===== config.mk =====
export PLATFORM = sky130hd
export DESIGN_NAME = uart_tx_fifo
export DESIGN_NICKNAME = d
export VERILOG_FILES = /design/src/rtl/uart_tx_fifo.sv
export SDC_FILE = /design/constraint.sdc
export NUM_CORES = 1
export LEC_CHECK = 0
export CAP_MARGIN = 20
export CORE_MARGIN = 5
export CORE_UTILIZATION = 50
export DETAILED_ROUTE_END_ITERATION = 8
export PLACE_DENSITY = 0.68
export SLEW_MARGIN = 25
export SYNTH_ARGS = -nofsm -noshare
export SYNTH_HDL_FRONTEND = slang
export SYNTH_SLANG_ARGS = --single-unit
export TNS_END_PERCENT = 20

===== constraint.sdc =====
create_clock -name clk -period 5.5 [get_ports clk]
set_clock_uncertainty 0.2 [all_clocks]
set_input_delay 0.55 -clock clk [delete_from_list [all_inputs] [get_ports clk]]
set_output_delay 0.55 -clock clk [all_outputs]
set_load 0.005 [all_outputs]

===== src/rtl/uart_tx_fifo.sv =====
// Byte FIFO and launch controller feeding uart_tx through its avail/active/done handshake.
// The host pushes at clock rate; bytes are handed to uart_tx one at a time in strict order.
module uart_tx_fifo #(
  parameter int DEPTH  = 16,
  parameter int ADDR_W = 4
) (
  input  logic              clk,
  input  logic              rst_n,
  input  logic              i_wr_en,
  input  logic [7:0]        i_wr_data,
  output logic              o_full,
  output logic              o_empty,
  output logic [ADDR_W:0]   o_count,
  output logic              o_overflow,
  output logic [7:0]        o_tx_byte,
  output logic              o_tx_avail,
  input  logic              i_tx_active,
  input  logic              i_tx_done
);

  typedef enum logic [1:0] {IDLE, LAUNCH, WAIT_DONE} state_t;

  state_t            state;
  state_t            state_nxt;
  logic [7:0]        mem [DEPTH];
  logic [ADDR_W-1:0] wr_ptr;
  logic [ADDR_W-1:0] rd_ptr;
  logic [ADDR_W:0]   count_nxt;
  logic              pop;
  logic              push;

  // Launch sequencing; the pop happens on the IDLE -> LAUNCH transition.
  always_comb begin
    state_nxt = state;
    pop       = 1'b0;
    case (state)
      IDLE: begin
        if (!o_empty && !i_tx_active) begin
          pop       = 1'b1;
          state_nxt = LAUNCH;
        end
      end
      LAUNCH: begin
        if (i_tx_active) state_nxt = WAIT_DONE;
      end
      WAIT_DONE: begin
        if (i_tx_done) state_nxt = IDLE;
      end
      default: state_nxt = IDLE;
    endcase
  end

  // A pop in the same cycle frees the head slot, so a push into a full FIFO is kept then.
  assign push = i_wr_en && (!o_full || pop);

  always_comb begin
    count_nxt = o_count;
    case ({push, pop})
      2'b10:   count_nxt = o_count + 1'b1;
      2'b01:   count_nxt = o_count - 1'b1;
      default: count_nxt = o_count;
    endcase
  end

  assign o_tx_avail = (state == LAUNCH);

  always_ff @(posedge clk or negedge rst_n) begin
    if (!rst_n) state <= IDLE;
    else        state <= state_nxt;
  end

  always_ff @(posedge clk) begin
    if (push) mem[wr_ptr] <= i_wr_data;
  end

  // DEPTH is a power of two, so pointers wrap by natural overflow.
  always_ff @(posedge clk or negedge rst_n) begin
    if (!rst_n) begin
      wr_ptr     <= '0;
      rd_ptr     <= '0;
      o_count    <= '0;
      o_full     <= 1'b0;
      o_empty    <= 1'b1;
      o_overflow <= 1'b0;
      o_tx_byte  <= 8'h00;
    end else begin
      if (push) wr_ptr <= wr_ptr + 1'b1;
      if (pop) begin
        rd_ptr    <= rd_ptr + 1'b1;
        o_tx_byte <= mem[rd_ptr];
      end
      o_count    <= count_nxt;
      o_full     <= (count_nxt == (ADDR_W+1)'(DEPTH));
      o_empty    <= (count_nxt == '0);
      o_overflow <= i_wr_en && !push;
    end
  end

endmodule

==> metrics.txt, run 1 <==
Critical Path AT=3.86 ns; Skew-Pair Late Insertion Delay=0.41 ns; Hold Path Class=reg2reg; post-synthesis simple-gate area fraction=4.84%; initial antenna violation count=0; unrepaired setup endpoints after global routing=false; Synth Warn #=0; count of cell types in the netlist=39; port buffer count=29; Max Cap Viol=0; Initial Util=51.2%; synthesized net count=359; number of H-tree levels=4; highest clock rate=267 MHz; Syn Inst Count=338; drt pass-1 iters=4; largest family of logic cells by synthesized area=multiplexers; final core occ=60.2%; vias in the first global route=3,174; Die H=121 µm; Post-Layout Cell Count=556; Final min period=3.74 ns; commonest non-fill, non-tap cell in the layout=edfxtp_1; Setup Viol. Count Final=0; flops & latches, synth=154; required time of the critical path=5.62 ns; vias after detailed routing=3,053; core box area=0.0121 mm²; Comb pwr share=28.1%; NetSw=1.13 mW; Num CTS Buffers=17; LEAKAGE=2.48 nW; Max transition margin=37.0%; Layout area overhead=17.6%; die area=0.0147 mm²; Sequential Power Share=41.4%; routed wl met2=5750 µm; Post-synth ARST share=16.9%; share of synthesized area spent on multiplexers=14.4%; clock sinks=154; Multi-input gate area=0.00158 mm²; Vias/cell=5.49; Reg area=0.00450 mm²; wire per inst=20.8 µm; nets=397; Clk pwr share=30.5%; dpl hpwl=7370 µm; Tcrit/Tclk final=68.0%; PD cells=536 mW/mm²; Final ANT Viol Nets=0; outcome=finished clean; CP Launch Type=input port; post-CTS resize count=0; Met1 Routed Length=5020 µm; die width=121 µm; maximum VDD drop=239 µV; filler cell count=877; Seq/Total Area, Yosys=72.8%; total track usage=17.5%; Root Driver=clkbuf_16; Post-synth EDFFs=128; met3 wire length=611 µm; most frequent cells in the layout=edfxtp_1 (128), mux4_2 (32), clkdlybuf4s50_1 (29); num rows=40; Int Power=2.77 mW; share of cells above drive strength 1=18.8%; largest net degree at the start of global routing=34; final hold vios=0; Synth Area in Compound Gates=3.08%; Final Max Tran Viols=0; Clk pin slew, worst setup/hold paths=0.06 ns; hold buffers post-CTS=0; Setup TNS Final=0 ns; CTS tree=done; post-placement cell count=525; total chip power=3.89 mW; Post-Synth XOR/XNOR Area=1.56%; Post-Syn Area per Cell=18.3 µm²; gr ovfl total=0; post-route DRC violation count=0; Post-synth top flop=edfxtp_1; Inserted Diodes=0; first-pass GRT wire length=18,500 µm; highest metal used=met4; Worst Path Max Fanout=14; number of setup buffers added after CTS=0; Worst Setup End Kind=flop; Detailed Route WL=11,600 µm; GP Congestion=0.789; number of DRC markers in iteration 0=332; Synth Area in Adders=1.62%; Slew @ Worst Pin=0.942 ns; Post-Syn Area=0.00617 mm²; CP Class=in2reg; Max Buffers Root-to-Sink=2; I/O pin count=30; Sw Share=28.9%
-- metal layers --
metal  up-vias  track usage, %
li1       1400               -
met5         -               0
met1      1568            23.8
met2        77            27.3
met4         0            5.95
met3         8            4.99
-- worst paths after layout --
kind,startpoint,endpoint,slack [ns],cells past startpoint
setup / recovery,i_tx_active,o_full,1.76,12
hold / removal,state[0],state[1],0.29,1
setup reg to reg,state[0],o_full,1.84,11
hold reg to reg,state[0],state[1],0.29,1
max in group asynchronous,rst_n,o_empty,4.50,2
min in group asynchronous,rst_n,o_count[2],0.31,2
-- cells by family (layout without fill, tap and decap cells) --
kind of cell    count (synthesis)  in the layout
simple gates                   62             62
flops                         154            154
fa+ha+maj                       8              8
buf+inv                        23             73
mux                            49             49
compound gates                 31             31
xor+xnor                       11             11
-- Yosys cell counts, drive strengths merged (2+ instances only) --
cell type	instances	share of area, %
a21oi	10	0.81
buf	12	0.93
clkbuf	6	0.41
dfrtp	25	10
edfxtp	128	62
ha	8	1.6
inv	5	0.30
mux2i	16	2.6
mux4	32	12
nand2	14	0.89
nand2b	6	0.61
nand4	2	0.20
nor2	23	1.4
nor2b	3	0.30
nor3	6	0.49
nor3b	2	0.24
o21ai	13	1.1
xnor2	9	1.3
xor2	2	0.28
-- sequential cells by signal (all words and copies together) (netlist names), 2 cells and up --
name,flops
mem,128
o_tx_byte,8
rd_ptr,4
o_count,5
wr_ptr,4
state,2
-- worst max-delay path, stage by stage --
cell	delay, ns
clkdlybuf4s50_1	0.43
or4_1	0.69
a21boi_4	0.39
inv_1	0.11
ha_1	0.30
xor2_1	0.20
ha_1	0.23
o21ai_0	0.10
a221oi_1	0.27
o211ai_1	0.16
xnor2_1	0.23
nor3b_1	0.21
-- cell type report --
cell class	instances	area share [%]
well taps	168	2.90
clock buffers	18	5.91
clock inverters	13	2.45
inverters	5	0.258
repair buffers	37	4.83
multi-input cells	161	21.7
flip-flops and latches	154	61.9
-- per-stage QoR --
step / cell area (µm²) / hold slack, ns / worst slack (ns)
floorplan: 6170 / 0.0544 / 2.29
global placement: 6650 / 0.281 / 1.51
detailed placement: 6650 / 0.283 / 1.40
CTS: 7260 / 0.294 / 1.82
global route: 7260 / 0.312 / 1.38
finish: 7260 / 0.290 / 1.76
-- power groups by stage --
stage | sequential, mW | combinational [mW] | clock [mW]
final | 1.61 | 1.10 | 1.19
after global routing | 1.64 | 1.21 | 1.27
after floorplan | 1.54 | 0.834 | 0
after global placement | 1.63 | 1.10 | 0
after CTS | 1.62 | 1.12 | 1.20
after detailed placement | 1.64 | 1.11 | 0
Power figures use the tool's default switching activity.
==> run 2, diff against run 1 <==
- clock period: 5.5 -> 3.65 ns (I/O delays scaled with it)
==> run 2 against run 1 <==
Highest routed layer unchanged. Design area grew 1.8%. Sequential share of layout area shrank 1.1 points. Hold slack lost 0.047 ns.
==> metrics.txt, run 2 (synthesized netlist as in run 1, its figures left out) <==
outcome=finished clean; Clk pin slew, worst setup/hold paths=0.06 ns (about the same); largest net degree at the start of global routing=25 (-26%); highest clock rate=302 MHz; Slew @ Worst Pin=0.913 ns (-0.0290 ns); Post-Layout Cell Count=574 (+3.2%); nets=414 (+4.3%); CP Launch Type=flop; dpl hpwl=7820 µm (+6.1%); Layout area overhead=19.7%; Skew-Pair Late Insertion Delay=0.42 ns (about the same); vias after detailed routing=3,139 (+2.8%); unrepaired setup endpoints after global routing=false; drt pass-1 iters=4 (unchanged); Final min period=3.32 ns; Inserted Diodes=0 (unchanged); Root Driver=clkbuf_16; Vias/cell=5.47 (-0.41%); port buffer count=29 (unchanged); Die H=121 µm (unchanged); biggest regs=mem (128), o_tx_byte (8), o_count (5); clock sinks=154 (unchanged); CP Class=reg2reg; Setup TNS Final=0 ns (unchanged); hold slack=0.243 ns (-0.0472 ns); filler cell count=869 (-0.91%); vias in the first global route=3,325 (+4.8%); most flop-heavy register=mem; Max Buffers Root-to-Sink=2 (unchanged); LEAKAGE=2.58 nW (+4.1%); Critical Path AT=3.45 ns (-0.41 ns); total chip power=5.91 mW (+52%); post-placement cell count=542 (+3.2%); number of DRC markers in iteration 0=305 (-8.1%); num rows=40 (unchanged); max reg flops=128 (unchanged); CTS tree=done; core box area=0.0121 mm² (unchanged); number of H-tree levels=4 (unchanged); Setup Viol. Count Final=0 (unchanged); I/O pin count=30 (unchanged); Max transition margin=39.1% (+2.2 points); post-route DRC violation count=0 (unchanged); Num CTS Buffers=17 (unchanged); first-pass GRT wire length=19,000 µm (+2.9%); commonest non-fill, non-tap cell in the layout=edfxtp_1; wire per inst=20.9 µm (+0.50%); initial antenna violation count=0 (unchanged); die area=0.0147 mm² (unchanged); GP Congestion=0.851 (+7.9%); maximum VDD drop=391 µV (+64%); post-CTS resize count=0 (unchanged); Initial Util=51.2% (unchanged); Max Cap Viol=0 (unchanged); number of setup buffers added after CTS=0 (unchanged); Detailed Route WL=12,000 µm (+3.7%); Hold Path Class=in2async; Tcrit/Tclk final=90.8%; total track usage=18.1% (+0.66 points); Final Max Tran Viols=0 (unchanged); die width=121 µm (unchanged); hold buffers post-CTS=0 (unchanged); share of cells above drive strength 1=22.2% (+3.4 points); PD cells=800 mW/mm² (+49%); required time of the critical path=3.78 ns (-1.84 ns); Worst Path Max Fanout=9 (-5); Multi-input gate area=0.00158 mm² (unchanged); Worst Setup End Kind=flop; final hold vios=0 (unchanged); Reg area=0.00450 mm² (unchanged); Final ANT Viol Nets=0 (unchanged); most frequent cells in the layout=edfxtp_1 (128), mux4_2 (32), clkdlybuf4s50_1 (29); gr ovfl total=0 (unchanged)
run 2: final timing paths:
kind,slack (ns),start,depth (start not counted),end
setup / recovery,0.33,state[0],11,o_full
hold / removal,0.24,rst_n,1,o_count[3]
setup reg to reg,0.33,state[0],11,o_full
hold reg to reg,0.30,state[0],1,state[1]
max in group asynchronous,2.37,rst_n,2,rd_ptr[2]
min in group clk,0.30,state[0],1,state[1]
run 2: layout make-up:
type | count | area share (%)
clock buffer | 27 | 7.53
tap | 168 | 2.84
inverter | 5 | 0.254
timing repair buffer | 54 | 6.47
clock inverter | 5 | 0.711
multi-input combinational | 161 | 21.3
sequential | 154 | 60.8
run 2: metrics by stage:
step	setup slack (ns)	cell area, µm²	utilization (%)
2_1_floorplan	0.515	6170	-
3_3_place_gp	0.203	6780	56.2
3_5_place_dp	0.0478	6780	56.2
4_1_cts	0.343	7390	61.3
5_1_grt	0.00153	7390	61.3
6_report	0.334	7390	61.3
run 2: power breakdown:
group	switching, mW	internal, mW
Combinational	0.742	0.888
Sequential	0.329	2.20
Clock	0.645	1.11
Total	1.72	4.20
run 2: per-layer routing:
metal / vias to the layer above / part of all wire [%] / GRT usage (%)
met5: - / 0 / 0
met4: 0 / 1.9 / 8.00
met3: 14 / 5.1 / 4.66
met2: 68 / 48 / 27.6
met1: 1630 / 45 / 24.9
li1: 1427 / - / -
run 2: critical path, cell delays in order, from the launching register on:
cell and delay, ns:
dfrtp_1 0.38, or4_1 0.66, a21boi_4 0.20, inv_1 0.07
ha_1 0.29, xor2_1 0.19, ha_1 0.23, o21ai_0 0.09
a221oi_1 0.28, o211ai_1 0.17, xnor2_1 0.26, nor3b_1 0.21
